===== config.mk =====
export PLATFORM = sky130hd
export DESIGN_NAME = comm_resp
export DESIGN_NICKNAME = d
export VERILOG_FILES = /design/src/rtl/comm_resp.sv
export SDC_FILE = /design/constraint.sdc
export NUM_CORES = 1
export LEC_CHECK = 0
export ABC_AREA = 1
export BUFFER_PORTS_ARGS = -buffer_cell sky130_fd_sc_hd__buf_4
export CORE_MARGIN = 10
export CORE_UTILIZATION = 55
export CTS_CLUSTER_SIZE = 12
export DETAILED_ROUTE_END_ITERATION = 7
export GPL_TIMING_DRIVEN = 0
export PLACE_DENSITY = 0.79
export SETUP_SLACK_MARGIN = 0.1
export SLEW_MARGIN = 20
export SYNTH_ARGS = -nofsm -noshare
export SYNTH_HDL_FRONTEND = slang
export SYNTH_SLANG_ARGS = --single-unit
export TNS_END_PERCENT = 1

===== constraint.sdc =====
create_clock -name clk -period 4.5 [get_ports clk]
set_clock_uncertainty 0.2 [all_clocks]
set_input_delay 0.45 -clock clk [delete_from_list [all_inputs] [get_ports clk]]
set_output_delay 0.45 -clock clk [all_outputs]
set_load 0.1 [all_outputs]

===== src/rtl/comm_resp.sv =====
// Copter-side command link responder: 8N1 UART receiver with a 3-byte frame assembler and a
// single-byte response transmitter. RX and TX run independently.
module comm_resp #(
    parameter int unsigned BAUD_DIV  = 2604,
    parameter logic [19:0] FRAME_TMO = 20'd500000
) (
    input  logic        clk,
    input  logic        rst_n,
    input  logic        RX,
    output logic        TX,
    output logic [7:0]  cmd,
    output logic [15:0] data,
    output logic        cmd_rdy,
    input  logic        clr_cmd_rdy,
    input  logic [7:0]  resp,
    input  logic        send_resp,
    output logic        resp_sent
);

    localparam logic [11:0] BitLast  = 12'(BAUD_DIV - 1);
    localparam logic [11:0] HalfLast = 12'(BAUD_DIV / 2 - 1);

    typedef enum logic [1:0] {RxIdle, RxStart, RxData, RxStop} rx_state_e;
    typedef enum logic [1:0] {FaByte0, FaByte1, FaByte2} fa_state_e;
    typedef enum logic {TxIdle, TxXmit} tx_state_e;

    // ---------------- RX synchronizer and bit FSM ----------------
    logic        rx_meta_q, rx_sync_q, rx_prev_q;
    rx_state_e   rx_state_q, rx_state_d;
    logic [11:0] rx_cnt_q, rx_cnt_d;
    logic [2:0]  rx_bits_q, rx_bits_d;
    logic [7:0]  rx_shift_q, rx_shift_d;
    logic        stop_err_q, stop_err_d;
    logic        byte_rdy_q, byte_rdy_d;
    logic        frm_err_q, frm_err_d;
    logic        fall, start_det;

    assign fall = rx_prev_q & ~rx_sync_q;

    always_ff @(posedge clk) begin
        if (!rst_n) begin
            rx_meta_q <= 1'b1;
            rx_sync_q <= 1'b1;
            rx_prev_q <= 1'b1;
        end else begin
            rx_meta_q <= RX;
            rx_sync_q <= rx_meta_q;
            rx_prev_q <= rx_sync_q;
        end
    end

    always_comb begin
        rx_state_d = rx_state_q;
        rx_cnt_d   = rx_cnt_q;
        rx_bits_d  = rx_bits_q;
        rx_shift_d = rx_shift_q;
        stop_err_d = stop_err_q;
        byte_rdy_d = 1'b0;
        frm_err_d  = 1'b0;
        start_det  = 1'b0;
        unique case (rx_state_q)
            RxIdle: begin
                stop_err_d = 1'b0;
                if (fall) begin
                    start_det  = 1'b1;
                    rx_cnt_d   = HalfLast;
                    rx_state_d = RxStart;
                end
            end
            RxStart: begin
                if (rx_cnt_q == 12'd0) begin
                    if (rx_sync_q) begin
                        rx_state_d = RxIdle;
                    end else begin
                        rx_cnt_d   = BitLast;
                        rx_bits_d  = 3'd0;
                        rx_state_d = RxData;
                    end
                end else begin
                    rx_cnt_d = rx_cnt_q - 12'd1;
                end
            end
            RxData: begin
                if (rx_cnt_q == 12'd0) begin
                    rx_shift_d = {rx_sync_q, rx_shift_q[7:1]};
                    rx_cnt_d   = BitLast;
                    if (rx_bits_q == 3'd7) rx_state_d = RxStop;
                    else                   rx_bits_d  = rx_bits_q + 3'd1;
                end else begin
                    rx_cnt_d = rx_cnt_q - 12'd1;
                end
            end
            RxStop: begin
                // After a framing error, hold here until the line returns high.
                if (stop_err_q) begin
                    if (rx_sync_q) rx_state_d = RxIdle;
                end else if (rx_cnt_q == 12'd0) begin
                    if (rx_sync_q) begin
                        byte_rdy_d = 1'b1;
                        rx_state_d = RxIdle;
                    end else begin
                        stop_err_d = 1'b1;
                        frm_err_d  = 1'b1;
                    end
                end else begin
                    rx_cnt_d = rx_cnt_q - 12'd1;
                end
            end
            default: rx_state_d = RxIdle;
        endcase
    end

    always_ff @(posedge clk) begin
        if (!rst_n) begin
            rx_state_q <= RxIdle;
            rx_cnt_q   <= 12'd0;
            rx_bits_q  <= 3'd0;
            rx_shift_q <= 8'd0;
            stop_err_q <= 1'b0;
            byte_rdy_q <= 1'b0;
            frm_err_q  <= 1'b0;
        end else begin
            rx_state_q <= rx_state_d;
            rx_cnt_q   <= rx_cnt_d;
            rx_bits_q  <= rx_bits_d;
            rx_shift_q <= rx_shift_d;
            stop_err_q <= stop_err_d;
            byte_rdy_q <= byte_rdy_d;
            frm_err_q  <= frm_err_d;
        end
    end

    // ---------------- Frame assembler ----------------
    fa_state_e   fa_state_q, fa_state_d;
    logic [7:0]  cmd_sh_q, cmd_sh_d, hi_sh_q, hi_sh_d;
    logic [19:0] gap_q, gap_d, gap_inc;
    logic [7:0]  cmd_q, cmd_d;
    logic [15:0] data_q, data_d;
    logic        cmd_rdy_q, cmd_rdy_d;
    logic        frame_done;

    assign gap_inc = gap_q + 20'd1;

    always_comb begin
        fa_state_d = fa_state_q;
        cmd_sh_d   = cmd_sh_q;
        hi_sh_d    = hi_sh_q;
        gap_d      = 20'd0;
        cmd_d      = cmd_q;
        data_d     = data_q;
        frame_done = 1'b0;
        if (frm_err_q) begin
            fa_state_d = FaByte0;
        end else if (byte_rdy_q) begin
            unique case (fa_state_q)
                FaByte0: begin
                    cmd_sh_d   = rx_shift_q;
                    fa_state_d = FaByte1;
                end
                FaByte1: begin
                    hi_sh_d    = rx_shift_q;
                    fa_state_d = FaByte2;
                end
                default: begin
                    cmd_d      = cmd_sh_q;
                    data_d     = {hi_sh_q, rx_shift_q};
                    frame_done = 1'b1;
                    fa_state_d = FaByte0;
                end
            endcase
        end else if (fa_state_q != FaByte0 && rx_state_q == RxIdle) begin
            if (gap_inc == FRAME_TMO) fa_state_d = FaByte0;
            else                      gap_d      = gap_inc;
        end
        if (frame_done)                                       cmd_rdy_d = 1'b1;
        else if (clr_cmd_rdy || (start_det && fa_state_q == FaByte0)) cmd_rdy_d = 1'b0;
        else                                                  cmd_rdy_d = cmd_rdy_q;
    end

    always_ff @(posedge clk) begin
        if (!rst_n) begin
            fa_state_q <= FaByte0;
            cmd_sh_q   <= 8'd0;
            hi_sh_q    <= 8'd0;
            gap_q      <= 20'd0;
            cmd_q      <= 8'd0;
            data_q     <= 16'd0;
            cmd_rdy_q  <= 1'b0;
        end else begin
            fa_state_q <= fa_state_d;
            cmd_sh_q   <= cmd_sh_d;
            hi_sh_q    <= hi_sh_d;
            gap_q      <= gap_d;
            cmd_q      <= cmd_d;
            data_q     <= data_d;
            cmd_rdy_q  <= cmd_rdy_d;
        end
    end

    assign cmd     = cmd_q;
    assign data    = data_q;
    assign cmd_rdy = cmd_rdy_q;

    // ---------------- TX path ----------------
    tx_state_e   tx_state_q, tx_state_d;
    logic [9:0]  tx_shift_q, tx_shift_d;
    logic [11:0] tx_cnt_q, tx_cnt_d;
    logic [3:0]  tx_bits_q, tx_bits_d;
    logic        resp_sent_q, resp_sent_d;

    always_comb begin
        tx_state_d  = tx_state_q;
        tx_shift_d  = tx_shift_q;
        tx_cnt_d    = tx_cnt_q;
        tx_bits_d   = tx_bits_q;
        resp_sent_d = resp_sent_q;
        unique case (tx_state_q)
            TxIdle: begin
                if (send_resp) begin
                    tx_shift_d  = {1'b1, resp, 1'b0};
                    tx_cnt_d    = 12'd0;
                    tx_bits_d   = 4'd0;
                    resp_sent_d = 1'b0;
                    tx_state_d  = TxXmit;
                end
            end
            default: begin
                if (tx_cnt_q == BitLast) begin
                    tx_cnt_d   = 12'd0;
                    tx_shift_d = {1'b1, tx_shift_q[9:1]};
                    if (tx_bits_q == 4'd9) begin
                        resp_sent_d = 1'b1;
                        tx_state_d  = TxIdle;
                    end else begin
                        tx_bits_d = tx_bits_q + 4'd1;
                    end
                end else begin
                    tx_cnt_d = tx_cnt_q + 12'd1;
                end
            end
        endcase
    end

    always_ff @(posedge clk) begin
        if (!rst_n) begin
            tx_state_q  <= TxIdle;
            tx_shift_q  <= 10'h3FF;
            tx_cnt_q    <= 12'd0;
            tx_bits_q   <= 4'd0;
            resp_sent_q <= 1'b0;
        end else begin
            tx_state_q  <= tx_state_d;
            tx_shift_q  <= tx_shift_d;
            tx_cnt_q    <= tx_cnt_d;
            tx_bits_q   <= tx_bits_d;
            resp_sent_q <= resp_sent_d;
        end
    end

    assign TX        = (tx_state_q == TxXmit) ? tx_shift_q[0] : 1'b1;
    assign resp_sent = resp_sent_q;

endmodule


# Yosys cells after proc, flatten, opt, wreduce, memory -nomap -nowiden
# Cells that the tools add are included.
word_totals:
  reg_bits: 122
  in_bits: 13
  output_inout_bits: 27
op_classes:
  addsub: 5
  n_eq_ne: 21
  mux: 56
  bitwise: 8
  n_reduce_logical: 29
ops:
  columns: ["cell", "n"]
  rows:
  - ["12-bit two-way mux", 9]
  - ["12-bit case mux with 4 select lines", 1]
  - ["10-bit two-way mux", 3]
  - ["2-bit two-way mux", 11]
  - ["20-bit by 1-bit adder with 20-bit output, second input constant", 1]
  - ["20-bit by 19-bit == test with 1-bit output, second input constant", 1]
  - ["1-bit two-way mux", 20]
  - ["2-bit != test, second input constant", 9]
  - ["4-bit two-way mux", 4]
  - ["3-bit AND reduction", 5]
  - ["2-bit nonzero test", 7]
  - ["12-bit by 1-bit adder with 12-bit output, second input constant", 1]
  - ["12-bit == test, second input constant", 1]
  - ["12-bit zero test", 1]
  - ["3-bit two-way mux", 4]
  - ["12-bit by 1-bit subtractor with 12-bit output, second input constant", 1]
  - ["5-bit AND reduction", 2]
  - ["2-bit case mux with 4 select lines", 1]
  - ["1-bit inverter", 7]
  - ["3-bit != test, second input constant", 2]
  - ["3-bit case mux with 2 select lines", 1]
  - ["2-bit AND reduction", 3]
  - ["5-bit OR reduction", 1]
  - ["4-bit by 1-bit adder with 4-bit output, second input constant", 1]
  - ["16 further kinds", 22]

# Logic depth before layout (Yosys ltp)
depth:
  word_depth: 8
  mapped_depth: 14
  mapped_depth_nobuf: 14

# Worst setup path before layout
# OpenSTA, ideal clock, no wires.
synth_path:
  path_kind: "register to register"
  from: "register gap_q[0]"
  to: "register gap_q[18]"
  setup_ps: 120
  arrival_time_ps: 1660
  required_ps: 4180
  setup_slack_ps: 2520
  stages_incl_launch_ff: 14
  path_buffers: 1
  synth_period_minus_slack_ps: 1980
  cell_sequence: "dfxtp_1 > ha_1 > nand2_1 > nor2_4 > nand2_2 > nor2_1 > nor2_1 > nor2_1 > nand2_1 > nor2_1 > nand3_2 > nand2_2 > buf_6 > nor3_2"
synth_via:
  elab_chain_cells: 3
synth_lines:
  columns: ["element", "line", "rtl"]
  rows:
  - ["from (decl)", "136", "logic [19:0] gap_q, gap_d, gap_inc;"]
  - ["from (signal assigned)", "193", "gap_q <= gap_d;"]
  - ["20-bit by 1-bit adder with 20-bit output (*)", "142", "assign gap_inc = gap_q + 20'd1;"]
  - ["20-bit by 19-bit == test with 1-bit output", "172", "if (gap_inc == FRAME_TMO) fa_state_d = FaByte0;"]
  - ["5-bit OR reduction (no line)", null, null]
# Mark *: on every way between the ends. The rest lies on a longest branch, timed or not.
# A chain may end at the register's enable or synchronous reset.

# Final worst setup path
layout_path:
  from: "register tx_state_q"
  to: "output TX"
layout_via:
  elab_chain_cells: 1
layout_lines:
  columns: ["element", "line", "rtl"]
  rows:
  - ["from (decl)", "205", "tx_state_e tx_state_q, tx_state_d;"]
  - ["from (signal assigned)", "246", "tx_state_q <= TxIdle;"]
  - ["from (signal assigned)", "252", "tx_state_q <= tx_state_d;"]
  - ["1-bit two-way mux", "260", "assign TX = (tx_state_q == TxXmit) ? tx_shift_q[0] : 1'b1;"]
  - ["to (decl)", "10", "output logic TX,"]
# No other way between the ends.

==> reports/results.txt <==
Die area = 14300 um2
Max frequency = 412 MHz
Core region area = 9730 um2
Critical Path Stages = 4
CTS clk-pin slew, worst paths = 60 ps
Critical R2R Launch = gap_q[0]
Syn Inst Count = 739
# IOs = 40
RSZ-0062 raised after global routing = false
Max incr delay on CP = 400 ps
Util after Layout = 0.668
Die height = 119 um
Main flop type after synthesis = dfxtp_1
Internal power = 2.15 mW
Crit path to = TX
Startpoint types = flop
Synth Area in Simple Gates = 0.269
Initial antenna violation count = 0
Clock group share of total power = 0.419
WP data required = 3850 ps
Tcrit/Tclk final = 0.539
DR WL/cell = 13.8 um
Critical Path End Type = output port
# fillers = 802
Die width = 119 um
R2R depth = 13
Area growth syn-to-layout = 19.5%
Slew margin rel. = 0.587
Post-layout minimum cycle time = 2430 ps
Top post-synthesis cells by area = dfxtp_1 44%, nand2_1 8.8%, nor2_1 8.4%
Avg Inst Size Synth = 7.37 um2
Worst Tran Pin Value = 618 ps
Status = completed
Fraction of power consumed by combinational cells = 0.205
CP max-delay cell = dfxtp_1
CTS tree = done
Synth Area in Compound Gates = 0.159
Vias in the first global route = 4871
Mux contribution to synthesized area = 0
IO Port Bufs = 39
Worst min path class = input pin to flop
Max-slew violation count = 0
Drt first-iter violations = 358
# setup viols final = 0
WP data arrival = 1780 ps
Detailed placement HPWL = 9370 um
Critical path class = flop to output port
First-pass GRT wire length = 22600 um
Sw power = 1.01 mW
Starting Density = 0.560
Cell taking the most area after synthesis = dfxtp_1
Critical Path, Cell by Cell = inv_1 -> clkbuf_1 -> or2_2 -> buf_4
H-tree depth = 4
Xor-xnor portion of the synthesized cell area = 0.0257
Synthesized Nets = 765
Nets@finish = 825
Setup TNS = 0 ps
Leakage dissipation = 2.67 nW
TritonCTS sink count = 121
CP bufs+invs = 3
Clock Path Buffers = 2
Std-Cell Rows = 36
Via count = 5059
CP top delay family = buffers and inverters
R2R Setup Slk = 2120 ps
Yosys Warn Count = 0
Count leader, synth = nand2_1
Post-synth EDFFs = 0
Via/cell ratio = 5.35
Final Hold Vio Count = 0
Detail Route Antenna Nets = 0
Remaining DRCs = 0
Commonest cells in the netlist = 127 x nand2_1, 122 x nor2_1, 121 x dfxtp_1, 73 x inv_1, 71 x o21ai_0
Total global routing overflow = 0
Critical path launch point = tx_state_q
Sw Share = 0.320
Root Driver = clkbuf_8
Pwr Density = 487 nW/um2
Adder-Cell Fraction of Synth Area = 0.0299
Cts repair resizes = 0
TritonCTS Buffers = 17
Largest family of logic cells by synthesized area = simple AND/OR/NAND/NOR gates
Multi-input logic area = 2630 um2
Async SR Flop Fraction = 0
Crit-path max FO = 10
Netlist Area Pre-Place = 5440 um2
Routed wire length = 13000 um
Clock latency on the worst-skew pair = 520 ps
Max cap viols = 0
FF/Latch Area = 2420 um2
N_diodes = 0
Yosys reg bits = 121
Sequential area share after synthesis = 0.445
TritonRoute pass-1 iters = 8
Final Wtd Congestion = 0.912
Largest net degree at the start of global routing = 17
Netlist cell types = 37
Area share of the largest cell type after synthesis = 0.445
All-Layer GR Usage = 0.188
Fraction of layout cells with a size suffix above 1 = 0.142
Worst R2R End = gap_q[18]
Flop pwr share = 0.376
Max rail drop VDD = 0.000300 V
repair_timing:
action,in CTS,in global routing
hold buffers,2,0
endpoints found under the hold margin,2,0
buffers inserted,0,0
cell type report:
cell class	count	share of cell area
clock inverter	15	0.0256
buffer	22	0.0154
clock buffer	17	0.0637
multi-input combinational	519	0.405
timing repair buffer	41	0.0481
sequential	121	0.372
inverter	77	0.0444
tap	133	0.0256
through the flow:
stage	hold WS [ps]	power, mW	std cells	area, um2	setup slack [ps]
global placement	219	1.81	911	5900	2220
detailed placement	222	1.84	911	5900	2160
CTS	40.6	3.16	945	6500	2060
floorplan	193	1.69	739	5440	2520
global route	82.0	3.33	945	6500	1870
finish	62.6	3.17	945	6500	2070
state kept, by name, indices dropped and copies added (netlist names), 2 cells and up, named ones only:
register    flops
rx_cnt_q       12
hi_sh_q         8
gap_q          20
tx_shift_q      9
rx_shift_q      8
cmd_sh_q        8
fa_state_q      2
rx_bits_q       3
tx_bits_q       4
tx_cnt_q       12
data           16
cmd             8
worst reg2reg max path, stage by stage (launching register included):
cell and delay (ps):
dfxtp_1 400, ha_1 240, nand3_1 130, nor2_1 290, nand3_1 120, nand2_1 120, nand2_1 60, nor2_1 120
nand2_1 90, nor2_2 110, nand3_2 90, nand2_2 90, buf_6 180, nor3_2 50
cell families (layout without fill, tap and decap cells):
kind of cell	after synthesis	count (layout)
AND/OR/NAND/NOR	332	332
buffers and inverters	99	172
adder cells (fa/ha/maj)	13	13
XOR/XNOR	16	16
AO/OA/AOI/OAI	158	158
flip-flops	121	121
power by group through the flow:
| stage | clock network [mW] | logic (mW) | registers (mW) |
|---|---|---|---|
| final | 1.33 | 0.649 | 1.19 |
| after global routing | 1.39 | 0.741 | 1.20 |
| after floorplan | 0 | 0.492 | 1.20 |
| after detailed placement | 0 | 0.628 | 1.21 |
| after CTS | 1.34 | 0.639 | 1.19 |
| after global placement | 0 | 0.606 | 1.21 |
cell usage in the layout (no fill, tap or decap), types with 16 or more instances in the layout:
cell	instances
clkbuf_1	18
a21oi_1	60
o21ai_0	71
nand2_1	127
buf_4	39
nor2_1	122
inv_1	73
nand3_1	29
clkbuf_16	16
dfxtp_1	121
worst min-delay path by stage:
stage,start,to,slack [ps],cells after the start
after global routing,clr_cmd_rdy,cmd_rdy,80,4
after global placement,rx_meta_q,rx_sync_q,220,1
after floorplan,rx_meta_q,rx_sync_q,190,1
final,clr_cmd_rdy,cmd_rdy,60,4
after detailed placement,rx_meta_q,rx_sync_q,220,1
after CTS,clr_cmd_rdy,cmd_rdy,40,4
layer usage:
layer	vias to the layer above	global-route usage	share of wire
met3	23	0.0525	0.069
met5	-	0	0
met2	165	0.296	0.46
li1	2542	-	-
met1	2329	0.240	0.45
met4	0	0.0709	0.020
No activity file was read; power rests on OpenSTA's default activity.
